### config.mk
export PLATFORM = sky130hd
export DESIGN_NAME = cnt_run_ctrl
export DESIGN_NICKNAME = d
export VERILOG_FILES = /design/src/rtl/cnt_run_ctrl.sv
export SDC_FILE = /design/constraint.sdc
export NUM_CORES = 1
export LEC_CHECK = 0
export ABC_AREA = 1
export CAP_MARGIN = 20
export CORE_MARGIN = 2
export CORE_UTILIZATION = 50
export CTS_CLUSTER_SIZE = 14
export DETAILED_ROUTE_END_ITERATION = 8
export GPL_ROUTABILITY_DRIVEN = 0
export PLACE_DENSITY = 0.81
export SETUP_SLACK_MARGIN = 0.2
export SYNTH_ARGS = -nofsm -noshare
export SYNTH_HDL_FRONTEND = slang
export SYNTH_SLANG_ARGS = --single-unit
### constraint.sdc
create_clock -name CLK0 -period 2.1 [get_ports CLK0]
set_input_delay 0.42 -clock CLK0 [delete_from_list [all_inputs] [get_ports CLK0]]
set_output_delay 0.42 -clock CLK0 [all_outputs]
set_load 0.02 [all_outputs]
### src/rtl/cnt_run_ctrl.sv
// cnt_run_ctrl: run controller for a WIDTH-bit event counter.
// Sequences a count register through IDLE/RUN/HOLD/DONE using start/stop/clr
// commands. The count advances once every div+1 RUN cycles and wraps or
// terminates at a programmable limit.
// Optional feature macro: AUTO_RELOAD_EN. When it is defined, the terminal
// event reloads the count to 0 and stays in RUN. When it is undefined, the
// terminal event parks the block in DONE.
// Ports:
//   CLK0   clock, rising edge
//   RST    asynchronous active-low reset
//   start  start from IDLE/DONE, or resume from HOLD
//   stop   pause RUN -> HOLD
//   clr    synchronous abort to IDLE; highest priority
//   limit  terminal count value, captured on start from IDLE/DONE
//   div    prescale divisor, captured on start from IDLE/DONE
//   count  current count
//   tick   one-cycle pulse accompanying each count step
//   wrap   one-cycle pulse on the terminal event
//   busy   high in RUN or HOLD
//   done   high in DONE
//   state  IDLE=00 RUN=01 HOLD=10 DONE=11
module cnt_run_ctrl #(
  parameter int unsigned WIDTH      = 4,
  parameter int unsigned PRESCALE_W = 4
) (
  input  logic                  CLK0,
  input  logic                  RST,
  input  logic                  start,
  input  logic                  stop,
  input  logic                  clr,
  input  logic [WIDTH-1:0]      limit,
  input  logic [PRESCALE_W-1:0] div,
  output logic [WIDTH-1:0]      count,
  output logic                  tick,
  output logic                  wrap,
  output logic                  busy,
  output logic                  done,
  output logic [1:0]            state
);

  typedef enum logic [1:0] {
    S_IDLE = 2'b00,
    S_RUN  = 2'b01,
    S_HOLD = 2'b10,
    S_DONE = 2'b11
  } state_t;

  state_t                st_q, st_n;
  logic [WIDTH-1:0]      count_n;
  logic [WIDTH-1:0]      lim_q, lim_n;
  logic [PRESCALE_W-1:0] div_q, div_n;
  logic [PRESCALE_W-1:0] pre_q, pre_n;
  logic                  tick_n, wrap_n, busy_n, done_n;

  assign state = st_q;

  // State and datapath registers
  always_ff @(posedge CLK0 or negedge RST) begin
    if (!RST) begin
      st_q  <= S_IDLE;
      count <= '0;
      lim_q <= '0;
      div_q <= '0;
      pre_q <= '0;
      tick  <= 1'b0;
      wrap  <= 1'b0;
      busy  <= 1'b0;
      done  <= 1'b0;
    end else begin
      st_q  <= st_n;
      count <= count_n;
      lim_q <= lim_n;
      div_q <= div_n;
      pre_q <= pre_n;
      tick  <= tick_n;
      wrap  <= wrap_n;
      busy  <= busy_n;
      done  <= done_n;
    end
  end

  // Next-state, prescaler and count-step logic
  always_comb begin
    st_n    = st_q;
    count_n = count;
    lim_n   = lim_q;
    div_n   = div_q;
    pre_n   = pre_q;
    tick_n  = 1'b0;
    wrap_n  = 1'b0;

    if (clr) begin
      st_n    = S_IDLE;
      count_n = '0;
      pre_n   = '0;
    end else begin
      case (st_q)
        S_IDLE, S_DONE: begin
          if (start) begin
            st_n    = S_RUN;
            count_n = '0;
            pre_n   = '0;
            lim_n   = limit;
            div_n   = div;
          end
        end
        S_RUN: begin
          // stop takes precedence over a step due on the same edge
          if (stop) begin
            st_n = S_HOLD;
          end else if (pre_q == div_q) begin
            pre_n  = '0;
            tick_n = 1'b1;
            if (count != lim_q) begin
              count_n = count + WIDTH'(1);
            end else begin
              wrap_n = 1'b1;
`ifdef AUTO_RELOAD_EN
              count_n = '0;
              lim_n   = limit;
              div_n   = div;
`else
              st_n    = S_DONE;
`endif
            end
          end else begin
            pre_n = pre_q + PRESCALE_W'(1);
          end
        end
        S_HOLD: begin
          // resume keeps count and prescaler phase
          if (start) st_n = S_RUN;
        end
        default: st_n = S_IDLE;
      endcase
    end

    busy_n = (st_n == S_RUN) || (st_n == S_HOLD);
    done_n = (st_n == S_DONE);
  end

endmodule

; ---- After elaboration in Yosys (flattened, before gate mapping)
; Cells that the tools add are included.
; Widths: inputs -> output; s select.
[word_totals]
input_bits = 13
word_cells = 57
ff_bits = 22
out_inout_bits = 10
[op_classes]
n_addsub = 2
bitwise = 1
muxes = 25
eq_ne = 12
n_reduce_logical = 8
[ops]
columns = operator, count
row1 = $mux 4, 8
row2 = $pmux 4 s2, 2
row3 = $ne 3x3->1 const B, 4
row4 = $mux 2, 5
row5 = $mux 1, 9
row6 = $add 4x1->4 const B, 2
row7 = $eq 2x2->1 const B, 4
row8 = $reduce_and 3->1, 2
row9 = $reduce_and 5->1, 1
row10 = $eq 2x1->1 const B, 2
row11 = $eq 4x4->1, 1
row12 = $ne 4x4->1, 1
row13 = $pmux 2 s2, 1
row14 = $reduce_bool 3->1, 1
row15 = $reduce_or 3->1, 1
row16 = $logic_not 2->1, 1
row17 = $reduce_or 2->1, 1
row18 = $logic_or 1x1->1, 1
row19 = $not 1->1, 1

; ---- Longest topological paths before layout
; Gate-level depths: netlist of run 1.
[logic_depth]
word_depth = 8
ltp_mapped = 10
ltp_nobuf = 10

; ---- Worst setup path after synthesis of run 1
; No wires, ideal clock.
[synth_timing]
path_type = register to register
startpoint = register st_q[1], in the netlist state[1]
endpoint = register busy
setup_time_ps = 126
path_buffers = 0
path_stages_with_launch = 9
period_less_slack_ps = 1767
t_required_ps = 1974
t_arrival_ps = 1641
path_slack_ps = 333
cell_sequence = dfrtp_1 inv_1 ha_1 inv_2 nor2_2 nand3_4 or2_1 nand2_1 ha_1
[synth_between]
elab_chain_len = 7
word_cells_on_any_way = 14
classes_between = eq/ne (5) / mux (6) / reduce/logical (3)
[synth_lines]
columns = element, line_no
row1 = from (decl), 48  ; state_t st_q, st_n;
row2 = from (signal assigned), 70  ; st_q <= st_n;
row3 = $mux 2, 114  ; if (count != lim_q) begin
row4 = $mux 2, 111  ; end else if (pre_q == div_q) begin
row5 = $mux 2, 109  ; if (stop) begin
row6 = $pmux 2 s2 *, 97  ; case (st_q)
row7 = $mux 2 *, 92  ; if (clr) begin
row8 = named net st_n[1], 48
row9 = $eq 2x1->1 or $eq 2x2->1 (tied branches), 138  ; busy_n = (st_n == S_RUN) || (st_n == S_HOLD);
row10 = $logic_or 1x1->1 *, 138
row11 = named net busy_n, 53  ; logic tick_n, wrap_n, busy_n, done_n;
row12 = to (signal assigned), 77  ; busy <= busy_n;
row13 = to (decl), 36  ; output logic busy,
; The timed path passes the listed nets; every way through them passes the cells marked *.
; A chain may end at the register's enable or synchronous reset.

; ---- Final worst setup path of run 1
[layout_timing]
startpoint = register count[0]
endpoint = output port count[0]
[layout_lines]
columns = element, line_no
row1 = from (decl), 33  ; output logic [WIDTH-1:0] count,
row2 = from (signal assigned), 71  ; count <= count_n;
; No word-level cell between the ends.

==> impl_metrics.env, run 1 <==
export IMPL_rsz0062_at_grt="no"
export IMPL_cts_sinks=22
export IMPL_die_area_sq_um=2750
export IMPL_avgViaCountPerCell=5.06
export IMPL_cts_root_buf="clkbuf_4"
export IMPL_drive_gt1_share_pct=14.6
export IMPL_endpoint_kind="output port"
export IMPL_synth_cell_type_count=21
export IMPL_firstDrtPassIters=4
export IMPL_fmax_mhz=548
export IMPL_insertedDiodeCount=0
export IMPL_clk_path_buf_depth=2
export IMPL_layout_nets=196
export IMPL_hold_viol_final=0
export IMPL_ys_seq_area_share_pct=47.0
export IMPL_grt_antenna_before_repair=0
export IMPL_finalCritPeriodShare_pct=87.0
export IMPL_startpoint_type="flip-flop"
export IMPL_final_max_slew_violation_count=0
export IMPL_syn_nets=168
export IMPL_yosys_top_cells_area="dfrtp_1 (47%), nand2_1 (15%), nor2_1 (5.4%)"
export IMPL_core_area_sq_um=2210
export IMPL_cts_htree_levels=1
export IMPL_worstSetupPathDepth=1
export IMPL_grt_ovfl_total=0
export IMPL_min_period_ns=1.83
export IMPL_tightestPinTransition_ns=0.299
export IMPL_peakVddDrop_mv=0.546
export IMPL_synthCells=151
export IMPL_maxUsedRoutingLayer="met4"
export IMPL_cts_made_buffers=3
export IMPL_status="finished clean"
export IMPL_synth_simple_gate_area_share_pct=33.1
export IMPL_wl_per_cell_microns=11.7
export IMPL_synth_compound_area_share_pct=7.26
export IMPL_pre_cts_slack_ns=0.133
export IMPL_syn_cell_area_sq_um=1170
export IMPL_holdWs_ns=0.454
export IMPL_wl_met2_microns=1210
export IMPL_required_ns=1.68
export IMPL_power_leakage_nw=0.722
export IMPL_wl_met1_microns=1120
export IMPL_clk_latency_ns=0.30
export IMPL_synth_top_cell_area_share_pct=47.0
export IMPL_cts_setup_buffers=0
export IMPL_drtIter0Drc=23
export IMPL_critPathMaxStageDelay_ns=0.63
export IMPL_cts_tree="built"
export IMPL_grt_start_max_net_pins=23
export IMPL_first_global_vias=1014
export IMPL_dieWidth_microns=52.4
export IMPL_num_vias=1042
export IMPL_final_cell_mix="nand2_1 (46), clkdlybuf4s50_1 (22), dfrtp_1 (19), nor2_1 (17), inv_1 (13)"
export IMPL_maxCapViolCount=0
export IMPL_synthXorXnorAreaFrac_pct=0.748
export IMPL_cp_top_family="buffers and inverters"
export IMPL_syn_area_per_cell_sq_um=7.76
export IMPL_mostFrequentLayoutCell="nand2_1"
export IMPL_num_io_pins=23
export IMPL_path_class="flip-flop to output port"
export IMPL_rows=17
export IMPL_groute_usage_overall_pct=21.3
export IMPL_setup_viol=0
export IMPL_hold_class="primary input to async pin"
export IMPL_synth_top_family_by_area="simple AND/OR/NAND/NOR gates"
export IMPL_setup_ws_ns=0.274
export IMPL_synth_largest_area_cell="dfrtp_1"
export IMPL_ys_warn_count=0
export IMPL_synth_seq_cells=22
export IMPL_max_slew_margin_rel_pct=79.8
export IMPL_power_density_nw_per_um2=705
export IMPL_io_buffers=22
export IMPL_grt_pass1_wl_microns=4380
export IMPL_totalWireLength_microns=2410
export IMPL_critPathSlowestCell="clkdlybuf4s50_1"
export IMPL_synth_mux_area_fraction_pct=0
export IMPL_synthAdderAreaFrac_pct=4.27
export IMPL_finClkSkew_ns=0.00582
export IMPL_die_h_microns=52.4
export IMPL_path_cells="clkdlybuf4s50_1"
export IMPL_path_buf_inv=1
export IMPL_drc_errors=0
export IMPL_clkTransAtPathRegs_ns=0.12
export IMPL_initial_core_util_pct=52.9
export IMPL_syn2layout_area_growth_pct=26.3
export IMPL_dr_wl_met3_microns=75
export IMPL_dp_hpwl_microns=1840
export IMPL_ff2ff_path_depth=8
export IMPL_ant_nets=0
export IMPL_setup_tns_ns=0
export IMPL_crit_fanout=8
export IMPL_worst_ep_arrival_time_ns=1.41
per-layer routing:
layer / up-vias / global-route usage [%]
li1: 535 / -
met1: 487 / 28.4
met2: 18 / 35.8
met3: 2 / 3.43
met4: 0 / 5.56
met5: - / 0
cell families after synthesis:
family,count (synthesis)
DFF,22
xor gates and xnor gates,1
AOI/OAI and AO/OA,15
adders and majority gates,4
buffers and inverters,23
and+or+nand+nor,86
path summary, 6_finish.rpt:
kind,startpoint,endpoint,slack [ns]
max,count[0]$_DFFE_PN0P_,count[0],0.27
min,RST,count[3]$_DFFE_PN0P_,0.45
max reg2reg,state[1]$_DFF_PN0_,busy$_DFF_PN0_,0.35
min reg2reg,div_q[3]$_DFFE_PN0P_,div_q[3]$_DFFE_PN0P_,0.54
max in group asynchronous,RST,count[1]$_DFFE_PN0P_,1.41
min in group CLK0,div_q[3]$_DFFE_PN0P_,div_q[3]$_DFFE_PN0P_,0.54
power by group:
group | switching, mW | total (mW) | internal, mW
sequential | 0.0382 | 0.517 | 0.479
clock | 0.124 | 0.230 | 0.106
combinational | 0.176 | 0.296 | 0.120
synth_stat cells:
cell type and number:
inv_1 13, o311ai_0 1, buf_2 2, nor2_2 3, nor2_1 17, o22ai_1 1
nand3_1 5, nand4_1 7, ha_1 4, nor2_4 1, a221o_1 1, xnor2_1 1
nand2_1 46, inv_2 8, nand3_4 1, a21oi_1 10, nand2_2 3, or2_1 1
nor3_1 2, dfrtp_1 22, o21ai_1 2
through the flow:
stage,instances,power (mW),cell area [sq um],util (%)
3_5_place_dp,202,0.822,1440,65.0
6_report,206,1.04,1480,66.9
4_1_cts,206,1.05,1480,66.8
3_3_place_gp,202,0.810,1440,65.0
2_1_floorplan,151,0.716,1170,-
5_1_grt,206,1.12,1480,66.9
area by class of cell:
class / instances / area (sq um)
inverters: 21 / 78.8
multi-input cells: 106 / 532
fillers: 181 / 733
clock buffers: 4 / 36.3
well taps: 28 / 35.0
flip-flops and latches: 22 / 554
repair buffers: 25 / 243
sequential cells by signal, summed over array words and instances, names as in the netlist:
register / count
wrap: 1
div_q: 4
pre_q: 4
count: 4
lim_q: 4
state: 2
done: 1
tick: 1
busy: 1
repair_timing:
item	in CTS	in global routing
hold buffers	0	0
endpoints found under the setup margin	2	1
gates resized for setup	2	1
No activity file was read; power rests on OpenSTA's default activity.
==> run 2, diff against run 1 <==
SKIP_CTS_REPAIR_TIMING = 1   (was unset)
==> results of run 2 <==
Final layout, timing and power as in run 1 (identical DEF).
